`src/rtl/pixel_unpacker.sv`:
```
`default_nettype none
// ============================================================================
// Module  : pixel_unpacker
// Brief   : Unpacks 3 x 32-bit stream words into 4 x 24-bit pixels with
//           frame/line position tracking and sticky framing error flags.
// Revision: 1.0
// ============================================================================
module pixel_unpacker #(
  parameter int X_SIZE = 640,
  parameter int Y_SIZE = 480
) (
  input  logic        aclk,
  input  logic        reset,
  input  logic [31:0] in_stream_tdata,
  input  logic [3:0]  in_stream_tkeep,
  input  logic        in_stream_tlast,
  input  logic        in_stream_tuser,
  input  logic        in_stream_tvalid,
  output logic        in_stream_tready,
  output logic [7:0]  r,
  output logic [7:0]  g,
  output logic [7:0]  b,
  output logic [9:0]  x_out,
  output logic [8:0]  y_out,
  output logic        pix_sof,
  output logic        pix_eol,
  output logic        pix_valid,
  input  logic        pix_ready,
  input  logic        err_clr,
  output logic        sof_err,
  output logic        eol_err,
  output logic [15:0] frame_count
);

  localparam logic [9:0] c_X_LAST = 10'(X_SIZE - 1);
  localparam logic [9:0] c_X_PEN  = 10'(X_SIZE - 2);
  localparam logic [8:0] c_Y_LAST = 9'(Y_SIZE - 1);

  localparam logic [1:0] c_PH0 = 2'd0;
  localparam logic [1:0] c_PH1 = 2'd1;
  localparam logic [1:0] c_PH2 = 2'd2;
  localparam logic [1:0] c_PH3 = 2'd3;

  typedef enum logic [0:0] {
    ST_SYNC = 1'b0,
    ST_RUN  = 1'b1
  } state_t;

  state_t      r_state;
  state_t      w_state_nxt;
  logic [1:0]  r_phase;
  logic [1:0]  w_phase_nxt;
  logic [23:0] r_residue;
  logic [23:0] w_res_nxt;
  logic [9:0]  r_x;
  logic [8:0]  r_y;
  logic [23:0] r_pix;
  logic [9:0]  r_x_out;
  logic [8:0]  r_y_out;
  logic        r_sof;
  logic        r_eol;
  logic        r_pix_valid;
  logic        r_sof_err;
  logic        r_eol_err;
  logic [15:0] r_frame_count;

  logic        w_slot_free;
  logic        w_at_start;
  logic        w_tready;
  logic        w_load;
  logic        w_restart;
  logic        w_set_sof;
  logic        w_set_eol;
  logic        w_exp_last;
  logic [23:0] w_pix;
  logic [9:0]  w_cur_x;
  logic [8:0]  w_cur_y;
  logic [9:0]  w_nxt_x;
  logic [8:0]  w_nxt_y;
  logic        w_unused_tkeep;

  assign w_unused_tkeep = &in_stream_tkeep;
  assign w_slot_free    = !r_pix_valid || pix_ready;
  assign w_at_start     = (r_phase == c_PH0) && (r_x == 10'd0) && (r_y == 9'd0);

  always_comb begin
    w_state_nxt = r_state;
    w_phase_nxt = r_phase;
    w_res_nxt   = r_residue;
    w_pix       = r_residue;
    w_load      = 1'b0;
    w_restart   = 1'b0;
    w_set_sof   = 1'b0;
    w_set_eol   = 1'b0;
    w_exp_last  = 1'b0;
    w_tready    = 1'b0;
    case (r_state)
      ST_SYNC: begin
        w_tready = 1'b1;
        if (in_stream_tvalid && in_stream_tuser) begin
          w_load      = 1'b1;
          w_restart   = 1'b1;
          w_pix       = in_stream_tdata[23:0];
          w_res_nxt   = {16'd0, in_stream_tdata[31:24]};
          w_phase_nxt = c_PH1;
          w_state_nxt = ST_RUN;
        end
      end
      default: begin
        w_tready = (r_phase != c_PH3) && w_slot_free;
        if (in_stream_tvalid && w_tready) begin
          w_load     = 1'b1;
          // tuser anywhere but the expected frame start forces a fresh group at (0,0)
          w_restart  = in_stream_tuser && !w_at_start;
          w_set_sof  = w_restart;
          w_exp_last = !w_restart && (r_phase == c_PH2) && (r_x == c_X_PEN);
          w_set_eol  = (in_stream_tlast != w_exp_last);
          case (w_restart ? c_PH0 : r_phase)
            c_PH0: begin
              w_pix       = in_stream_tdata[23:0];
              w_res_nxt   = {16'd0, in_stream_tdata[31:24]};
              w_phase_nxt = c_PH1;
            end
            c_PH1: begin
              w_pix       = {in_stream_tdata[15:0], r_residue[7:0]};
              w_res_nxt   = {8'd0, in_stream_tdata[31:16]};
              w_phase_nxt = c_PH2;
            end
            default: begin
              w_pix       = {in_stream_tdata[7:0], r_residue[15:0]};
              w_res_nxt   = in_stream_tdata[31:8];
              w_phase_nxt = c_PH3;
            end
          endcase
        end else if ((r_phase == c_PH3) && w_slot_free) begin
          w_load      = 1'b1;
          w_phase_nxt = c_PH0;
        end
      end
    endcase
    if (reset) begin
      w_tready = 1'b0;
    end
  end

  always_comb begin
    w_cur_x = w_restart ? 10'd0 : r_x;
    w_cur_y = w_restart ? 9'd0  : r_y;
    w_nxt_x = w_cur_x + 10'd1;
    w_nxt_y = w_cur_y;
    if (w_cur_x == c_X_LAST) begin
      w_nxt_x = 10'd0;
      w_nxt_y = (w_cur_y == c_Y_LAST) ? 9'd0 : (w_cur_y + 9'd1);
    end
  end

  always_ff @(posedge aclk or posedge reset) begin
    if (reset) begin
      r_state       <= ST_SYNC;
      r_phase       <= c_PH0;
      r_residue     <= 24'd0;
      r_x           <= 10'd0;
      r_y           <= 9'd0;
      r_pix         <= 24'd0;
      r_x_out       <= 10'd0;
      r_y_out       <= 9'd0;
      r_sof         <= 1'b0;
      r_eol         <= 1'b0;
      r_pix_valid   <= 1'b0;
      r_sof_err     <= 1'b0;
      r_eol_err     <= 1'b0;
      r_frame_count <= 16'd0;
    end else begin
      r_state   <= w_state_nxt;
      r_phase   <= w_phase_nxt;
      r_residue <= w_res_nxt;
      if (w_load) begin
        r_pix_valid <= 1'b1;
        r_pix       <= w_pix;
        r_x_out     <= w_cur_x;
        r_y_out     <= w_cur_y;
        r_sof       <= (w_cur_x == 10'd0) && (w_cur_y == 9'd0);
        r_eol       <= (w_cur_x == c_X_LAST);
        r_x         <= w_nxt_x;
        r_y         <= w_nxt_y;
      end else if (pix_ready) begin
        r_pix_valid <= 1'b0;
      end
      r_sof_err <= (r_sof_err && !err_clr) || w_set_sof;
      r_eol_err <= (r_eol_err && !err_clr) || w_set_eol;
      if (r_pix_valid && pix_ready && (r_x_out == c_X_LAST) && (r_y_out == c_Y_LAST)) begin
        r_frame_count <= r_frame_count + 16'd1;
      end
    end
  end

  assign in_stream_tready = w_tready;
  assign r           = r_pix[7:0];
  assign g           = r_pix[15:8];
  assign b           = r_pix[23:16];
  assign x_out       = r_x_out;
  assign y_out       = r_y_out;
  assign pix_sof     = r_sof;
  assign pix_eol     = r_eol;
  assign pix_valid   = r_pix_valid;
  assign sof_err     = r_sof_err;
  assign eol_err     = r_eol_err;
  assign frame_count = r_frame_count;

endmodule
`default_nettype wire

```
`config.mk`:
```
export PLATFORM = sky130hd
export DESIGN_NAME = pixel_unpacker
export DESIGN_NICKNAME = d
export VERILOG_FILES = /design/src/rtl/pixel_unpacker.sv
export SDC_FILE = /design/constraint.sdc
export NUM_CORES = 1
export LEC_CHECK = 0
export ABC_AREA = 1
export CORE_UTILIZATION = 43
export DETAILED_ROUTE_END_ITERATION = 7
export GPL_ROUTABILITY_DRIVEN = 0
export GPL_TIMING_DRIVEN = 0
export PLACE_DENSITY = 0.67
export SYNTH_ARGS = -nofsm -noshare
export SYNTH_HDL_FRONTEND = slang
export SYNTH_SLANG_ARGS = --single-unit
```
`constraint.sdc`:
```
create_clock -name aclk -period 4.65 [get_ports aclk]
set_input_delay 0.465 -clock aclk [delete_from_list [all_inputs] [get_ports aclk]]
set_output_delay 0.465 -clock aclk [all_outputs]
set_load 0.03 [all_outputs]
```
# Yosys cells after proc, flatten, opt, wreduce, memory -nomap -nowiden
# Index checks and enable logic that the tools add are counted.
# word_totals
in_bits,43
elab_cells,94
register_bits,110
out_inout_bits,65
# classes
n_reduce_logical,32
addsub,3
n_mux,33
eq_ne,12
# op_table
op,count
$mux W24,6
$pmux W24 S2,2
$eq A10 B10 Y1 const B,3
$mux W9,3
$logic_not A10 Y1,2
$mux W10,2
$eq A9 B9 Y1 const B,2
$logic_not A9 Y1,2
$add A16 B1 Y16 const B,1
$logic_and A1 B1 Y1,15
$mux W1,14
$add A10 B1 Y10 const B,1
$mux W2,5
$add A9 B1 Y9 const B,1
$eq A2 B2 Y1 const B,2
$logic_not A1 Y1,4
$logic_not A2 Y1,2
$pmux W2 S2,1
$reduce_and A2 Y1,2
$reduce_bool A2 Y1,2
$logic_or A1 B1 Y1,3
$ne A3 B1 Y1 const B,1
$eq A2 B1 Y1 const B,1
$ne A2 B1 Y1 const B,1
other kinds (2),2

# Depth between registers and ports, before layout
# Gate-level depths: netlist of run 1.
# logic_depth
word_depth,12
mapped_depth,20
depth_no_buf,18

# Worst setup path after synthesis of run 1
# OpenSTA, ideal clock, no wires.
# synth_timing
kind,register -> register
start,"register r_pix_valid, in the netlist pix_valid"
end,register r_y[0]
path_stages_with_launch,17
setup_time_ns,0.125
t_required_ns,4.525
path_slack_ns,2.220
period_less_slack_ns,2.430
t_arrival_ns,2.305
n_path_buf,2
path_cell_list,dfrtp_1 > nand2_1 > nand3_2 > buf_6 > nor2_4 > nand3_4 > nand2_2 > buf_6 > inv_4 > nand2_1 > inv_1 > ha_1 > nand4_1 > nor2_2 > nand4_2 > nand3_1 > nand3_1
# synth_via
elab_chain_cells,10
elab_cells_between_ends,17
classes_between,add/sub: 1; eq/ne: 2; mux: 9; reduce/logical: 5
# synth_rtl
item,line_no,rtl
start: declaration,62,logic r_pix_valid;
start signal: assignment,169,r_pix_valid <= 1'b0;
start signal: assignment,178,r_pix_valid <= 1'b1;
start signal: assignment,187,r_pix_valid <= 1'b0;
$logic_not A1 Y1 (*),83,assign w_slot_free = !r_pix_valid || pix_ready;
$logic_or A1 B1 Y1 (*),83,
$logic_and A1 B1 Y1 (*),110,w_tready = (r_phase != c_PH3) && w_slot_free;
$logic_and A1 B1 Y1 (*),111,if (in_stream_tvalid && w_tready) begin
$mux W1 (*),111,
$mux W1 (*),97,case (r_state)
$mux W9 (*),148,w_cur_y = w_restart ? 9'd0 : r_y;
net w_cur_y[0],77,logic [8:0] w_cur_y;
$add A9 B1 Y9 or $eq A9 B9 Y1 (tied branches),153,w_nxt_y = (w_cur_y == c_Y_LAST) ? 9'd0 : (w_cur_y + 9'd1);
$mux W9,153,
$mux W9 (*),151,if (w_cur_x == c_X_LAST) begin
end signal: assignment,185,r_y <= w_nxt_y;
end: declaration,56,logic [8:0] r_y;
# Mark *: on every way through the listed nets, which the timed path passes. The rest lies on a longest branch.
# A chain may end at the register's enable or synchronous reset.

# Final worst setup path of run 1
# layout_timing
start,register r_state
end,output in_stream_tready
# layout_via
elab_chain_cells,2
# layout_rtl
item,line_no,rtl
start: declaration,49,state_t r_state;
start signal: assignment,174,r_state <= w_state_nxt;
$mux W1,97,
$mux W1,141,if (reset) begin
end: declaration,19,"output logic in_stream_tready,"
# Every way passes these cells.

==> results of run 1 <==
[final cells by class]
type | instances | area (um2)
Fill cell | 1366 | 6210
Multi-Input combinational cell | 552 | 2800
Sequential cell | 110 | 2750
Timing Repair Buffer | 104 | 1060
Inverter | 114 | 433
Clock buffer | 11 | 233
Tap cell | 180 | 225
Buffer | 32 | 156
Clock inverter | 2 | 12.5
[critical path, stage by stage (launching register included)]
cell             delay, ps
dfrtp_1                420
clkbuf_1               460
clkbuf_1               630
a21oi_1                160
clkdlybuf4s50_1        620
[kinds of logic after synthesis]
group	synth area share, %
and+or+nand+nor	26.7
AOI/OAI and AO/OA	14.8
buffers and inverters	9.55
DFF	44.8
xor gates and xnor gates	3.14
adders and majority gates	1.02
[registers in the layout, summed over array words and instances (netlist names), 2 cells and up]
name,count
r_y,9
r_residue,24
r_x,10
y_out,9
r_phase,2
x_out,10
r_pix,24
frame_count,16
[worst max path at each step]
stage                 startpoint                 end  cells after the start
5_1_grt                pix_ready  r_y[0]$_DFFE_PP0P_                     18
3_5_place_dp           pix_ready  r_y[0]$_DFFE_PP0P_                     18
4_1_cts        r_state$_DFF_PP0_    in_stream_tready                      4
6_report       r_state$_DFF_PP0_    in_stream_tready                      4
2_1_floorplan              reset   eol_err$_DFF_PP0_                      1
3_3_place_gp               reset  r_y[5]$_DFFE_PP0P_                      2
[Yosys cell counts (all sizes together)]
cell type / instances
nor3: 6
ha: 5
nor4: 5
o211ai: 17
nand4: 22
o21ai: 45
nor2: 91
o221ai: 3
nand2: 183
buf: 16
a22o: 1
o21a: 2
o22ai: 39
a21oi: 33
o32ai: 1
xor2: 17
nand3: 64
clkbuf: 16
a31oi: 9
a22oi: 4
xnor2: 5
dfrtp: 110
inv: 114
[through the flow]
stage | util [%] | power, mW
5_1_grt | 55.3 | 4.48
2_1_floorplan | - | 2.73
4_1_cts | 55.3 | 4.22
3_3_place_gp | 53.3 | 3.50
6_report | 55.3 | 4.23
3_5_place_dp | 53.5 | 3.52
[per-layer routing]
metal | share of wire [%] | track usage, % | up-vias
met4 | 3.3 | 11.8 | 0
met5 | 0 | 0 | -
met2 | 45 | 41.9 | 299
li1 | - | - | 2903
met3 | 7.3 | 3.05 | 49
met1 | 44 | 37.9 | 2960
[power by group]
group / total [mW] / internal (mW) / switching (mW)
sequential: 1.46 / 1.25 / 0.218
combinational: 2.07 / 0.732 / 1.34
clock: 0.695 / 0.355 / 0.341
==> qor.csv, run 1 <==
stage,metric,value,unit
outcome,status,"finished, final reports clean",
die,fp.dieW,122,um
synth,yosys.cell_types.count,36,
grt,grt_pass1_wl,30.4,mm
grt,grt-ovfl-total,0,
routing,route.detailed.drc,0,
timing,max_freq,321,MHz
critical_path,worst-setup-path-type,reg -> out,
synth,yosys-top-cells-area,"dfrtp_1, nand2_1, inv_1, nand3_1, nor2_1",
routing,drt_iter0_markers,523,
critical_path,cp.arrival,2650,ps
grt,antenna_found_initial,0,
timing,finalWorstSetupSlack,1540,ps
timing,relSlewSlack,42.1,%
final_layout,final_cells,1105,
hold_path,hp-start,frame_count[15]$_DFFE_PP0P_,
critical_path,cp.required,4180,ps
synth,synth_seq_cells,110,
cts,post_cts_buffers,0,
timing,tightest_slew,869,ps
grt,grt_max_degree,68,
synth,ys_seq_area_share,44.8,%
job,max_cap_viol_count,0,
synth,synth_top_cell_area_share,44.8,%
power_and_ir_drop,power_density,552,nW/um2
grt,grt_pass1_vias,5847,
synth,yosysWarnings,0,
cts,cts_max_level,3,
die,initial_utilization,44.2,%
cts,clock_sinks,110,
timing,maxSlewViolCount,0,
critical_path,r2r_cells,16,
critical_path,reg2reg_from,r_phase[1]$_DFFE_PP0P_,
final_layout,layout.nets,971,
timing,period_needed,3110,ps
timing,fin_skew,7.01,ps
hold_path,hold_depth,1,
synth,synth_area,6140,um2
placement,hpwl,13.6,mm
timing,rsz0062_at_grt,false,
die,num_rows,43,
final_layout,mostFrequentLayoutCell,nand2_1,
synth,synth_nets,856,
critical_path,r2r_setup_slack,1740,ps
routing,wl,19.1,mm
power_and_ir_drop,p_leak,3.53,nW
cts,cts.clk_slew.worst_paths,70,ps
cts,cts_resized,0,
routing,wl_per_cell,17.3,um
timing,fin_hold_ws,469,ps
placement,dp_slack,1370,ps
synth,syn_area_per_cell,7.60,um2
final_layout,final_area,7670,um2
cts,hold_buffers,0,
final_layout,area_delta_synth_final,24.9,%
hold_path,hp-class,reg -> reg,
cts,insertion_delay,350,ps
final_layout,diodes,0,
die,die_area,14800,um2
critical_path,path_max_fanout,10,
critical_path,end_kind,primary output,
power_and_ir_drop,peakVddDrop,345,uV
routing,final_antenna_net_count,0,
timing,fin_tns_setup,0,ps
die,core_area,13900,um2
die,die_y,122,um
routing,vias,6211,
synth,synth_top_area_cell,dfrtp_1,
grt,track_usage,27.0,%
cts,clockBufferDepth,2,
timing,hold_viol,0,
die,num_io_pins,108,
hold_path,whs_endpoint,frame_count[15]$_DFFE_PP0P_,
timing,setup_violations,0,
routing,first_pass_iters,5,
timing,period_share,66.9,%
routing,vias_per_cell,5.62,
critical_path,crit_path_start_kind,flip-flop,
placement,placed_cell_area,7430,um2
final_layout,final_cell_mix,"nand2_1, dfrtp_1, inv_1, clkdlybuf4s50_1, nor2_1",
placement,dpl.cell_count,1092,
critical_path,r2r_end,r_y[0]$_DFFE_PP0P_,
cts,cts_made_buffers,9,
cts,root_buffer,clkbuf_16,
synth,synth_cells,808,
cts,cts_tree,done,
final_layout,drive_gt1_share,5.51,%
placement,port_buffers,103,
Power figures use the tool's default switching activity.
==> inputs of run 2 (changes only) <==
--- a/config.mk
+++ b/config.mk
@@ -10,7 +10,7 @@
 export DETAILED_ROUTE_END_ITERATION = 7
 export GPL_ROUTABILITY_DRIVEN = 0
 export GPL_TIMING_DRIVEN = 0
-export PLACE_DENSITY = 0.67
+export PLACE_DENSITY = 0.7
 export SYNTH_ARGS = -nofsm -noshare
 export SYNTH_HDL_FRONTEND = slang
 export SYNTH_SLANG_ARGS = --single-unit
==> constraint.sdc (replaced) <==
create_clock -name aclk -period 2.85 [get_ports aclk]
set_input_delay 0.285 -clock aclk [delete_from_list [all_inputs] [get_ports aclk]]
set_output_delay 0.285 -clock aclk [all_outputs]
set_load 0.03 [all_outputs]
==> run 2 against run 1 <==
Effect of this change:
- the flow now finishes with violations (design-rule violations)
- via count down 1.7%
- sequential power increased by 64%
- critical endpoint is now r_x[8]$_DFFE_PP0P_
- power up 70%
- largest cell class unchanged
- setup slack worse by 1400 ps
- count of clock-buffer cells in the layout unchanged
- flip-flop and latch count unchanged
- routed wire length increased by 1.1%
- clock skew increased by 2.2 ps
- sequential share of layout area decreased by 0.51 points
- combinational power is 65% higher
- first-iteration DRC count up 23%
==> qor.csv, run 2 (synthesis gave the netlist of run 1 again) <==
stage,metric,value,unit,change
critical_path,worst-setup-path-type,reg -> reg,,
grt,track_usage,27.1,%,+0.16 points
critical_path,r2r_cells,14,,-2
critical_path,cp.required,3060,ps,-1120 ps
critical_path,cp.arrival,2890,ps,+240 ps
grt,grt_pass1_wl,30.1,mm,-1.1%
critical_path,critical_path_depth,14,,+10
final_layout,diodes,0,,unchanged
critical_path,crit_slowest_cell,dfrtp_2,,
hold_path,hp-class,reg -> reg,,
outcome,status,finished with violations,,
power_and_ir_drop,power_density,921,nW/um2,+67%
die,die_y,122,um,unchanged
critical_path,end_kind,flip-flop,,
final_layout,final_area,7800,um2,+1.7%
timing,fin_hold_ws,479,ps,+9.87 ps
final_layout,layout.nets,973,,+0.21%
critical_path,cp_top_family,simple AND/OR/NAND/NOR gates,,
routing,final_antenna_net_count,0,,unchanged
hold_path,hold_depth,1,,unchanged
final_layout,final_cell_mix,"nand2_1, inv_1, dfrtp_1, clkdlybuf4s50_1, nor2_1",,
placement,port_buffers,103,,unchanged
routing,route.detailed.drc,2,,+2
die,fp.dieW,122,um,unchanged
outcome,failed_checks,design-rule violations,,
placement,dpl.cell_count,1093,,+0.092%
final_layout,fillCellCount,1312,,-4.0%
timing,period_needed,2680,ps,
power_and_ir_drop,peakVddDrop,475,uV,+38%
timing,setup_violations,0,,unchanged
die,num_rows,43,,unchanged
timing,finalWorstSetupSlack,167,ps,-1370 ps
cts,clockBufferDepth,2,,unchanged
cts,cts.clk_slew.worst_paths,80,ps,about the same
cts,cts_max_level,3,,unchanged
timing,maxSlewViolCount,0,,unchanged
cts,insertion_delay,360,ps,about the same
grt,grt-ovfl-total,0,,unchanged
cts,root_buffer,clkbuf_16,,
timing,period_share,94.1,%,
job,max_cap_viol_count,0,,unchanged
cts,cts_made_buffers,9,,unchanged
placement,placed_cell_area,7440,um2,+0.19%
placement,hpwl,13.6,mm,-0.40%
final_layout,area_delta_synth_final,27.0,%,
die,die_area,14800,um2,unchanged
routing,drt_iter0_markers,644,,+23%
timing,tightest_slew,905,ps,+36.1 ps
cts,cts_tree,done,,
critical_path,worstPathCellList,"nor2_1, nand2_1, nor2_1, nand3_2, nand3_4, nand2_2, buf_6, nor2_1, ha_1, inv_1, nor2_1, nand4_1, nand3_1, o21ai_0",,
routing,wl_per_cell,17.4,um,+0.62%
timing,hold_viol,0,,unchanged
timing,rsz0062_at_grt,false,,
timing,relSlewSlack,39.6,%,-2.5 points
final_layout,drive_gt1_share,6.99,%,+1.5 points
cts,hold_buffers,0,,unchanged
die,initial_utilization,44.2,%,unchanged
critical_path,worstPathBufferInverterCount,2,,-1
critical_path,crit_path_start_kind,flip-flop,,
final_layout,mostFrequentLayoutCell,nand2_1,,
timing,fin_skew,9.23,ps,+2.22 ps
final_layout,final_cells,1110,,+0.45%
critical_path,cp_slowest_stage_delay,460,ps,-170 ps
routing,vias_per_cell,5.50,,-2.1%
power_and_ir_drop,p_leak,3.58,nW,+1.4%
die,core_area,13900,um2,unchanged
grt,antenna_found_initial,0,,unchanged
cts,clock_sinks,110,,unchanged
grt,grt_pass1_vias,5746,,-1.7%
critical_path,path_max_fanout,10,,unchanged
grt,grt_max_degree,41,,-40%
routing,first_pass_iters,8,,+3
placement,dp_slack,-229,ps,-1600 ps
timing,max_freq,373,MHz,
critical_path,path_common_cell,nor2_1,,
routing,vias,6105,,-1.7%
die,num_io_pins,108,,unchanged
routing,wl,19.3,mm,+1.1%
power_and_ir_drop,power.total,7.19,mW,+70%
run 2: cell types whose count changed in the layout (fill, tap and decap cells not counted), moves of 2 or more:
cell	delta
bufinv_16	+2
dfrtp_1	-5
buf_12	+2
clkbuf_1	-2
dfrtp_2	+5
run 2: area by class of cell:
cell class	count	area (um2)	share of cell area [%]
Sequential cell	110	2760	35.4
Clock buffer	11	243	3.11
Multi-Input combinational cell	552	2820	36.2
Tap cell	180	225	2.89
Timing Repair Buffer	106	1080	13.8
Buffer	32	158	2.02
Clock inverter	5	81.3	1.04
Inverter	114	434	5.56
run 2: where the power goes:
group	total (mW)	internal, mW	leakage [nW]	switching [mW]
combinational	3.42	1.21	2.02	2.21
clock	1.39	0.797	0.156	0.588
sequential	2.39	2.04	1.40	0.350
run 2: path summary, 6_finish.rpt:
path	start	slack [ps]	endpoint
setup / recovery	r_phase[1]$_DFFE_PP0P_	170	r_x[8]$_DFFE_PP0P_
hold / removal	frame_count[15]$_DFFE_PP0P_	480	frame_count[15]$_DFFE_PP0P_
setup reg to reg	r_phase[1]$_DFFE_PP0P_	170	r_x[8]$_DFFE_PP0P_
hold reg to reg	frame_count[15]$_DFFE_PP0P_	480	frame_count[15]$_DFFE_PP0P_
max in group asynchronous	reset	1650	r_y[2]$_DFFE_PP0P_
min in group asynchronous	reset	490	r_residue[22]$_DFFE_PP0P_
run 2: stage by stage:
stage / utilization (%) / TNS, ps
2_1_floorplan: - / 0
3_3_place_gp: 53.3 / -1420
3_5_place_dp: 53.6 / -1430
4_1_cts: 56.0 / 0
5_1_grt: 56.2 / 0
6_report: 56.2 / 0
run 2: repair_timing:
item / 4_1_cts / 5_1_grt
setup buffers: 0 / 1
pin swaps: 0 / 1
gates cloned: 0 / 0
resized for setup: 1 / 9
endpoints found under the setup margin: 1 / 8
run 2: per-layer routing:
metal	global-route usage, %	vias up	share of wire [%]
met2	42.2	316	45
met4	13.4	0	3.2
met3	4.18	46	8.3
met5	0	-	0
li1	-	2912	-
met1	36.7	2831	43
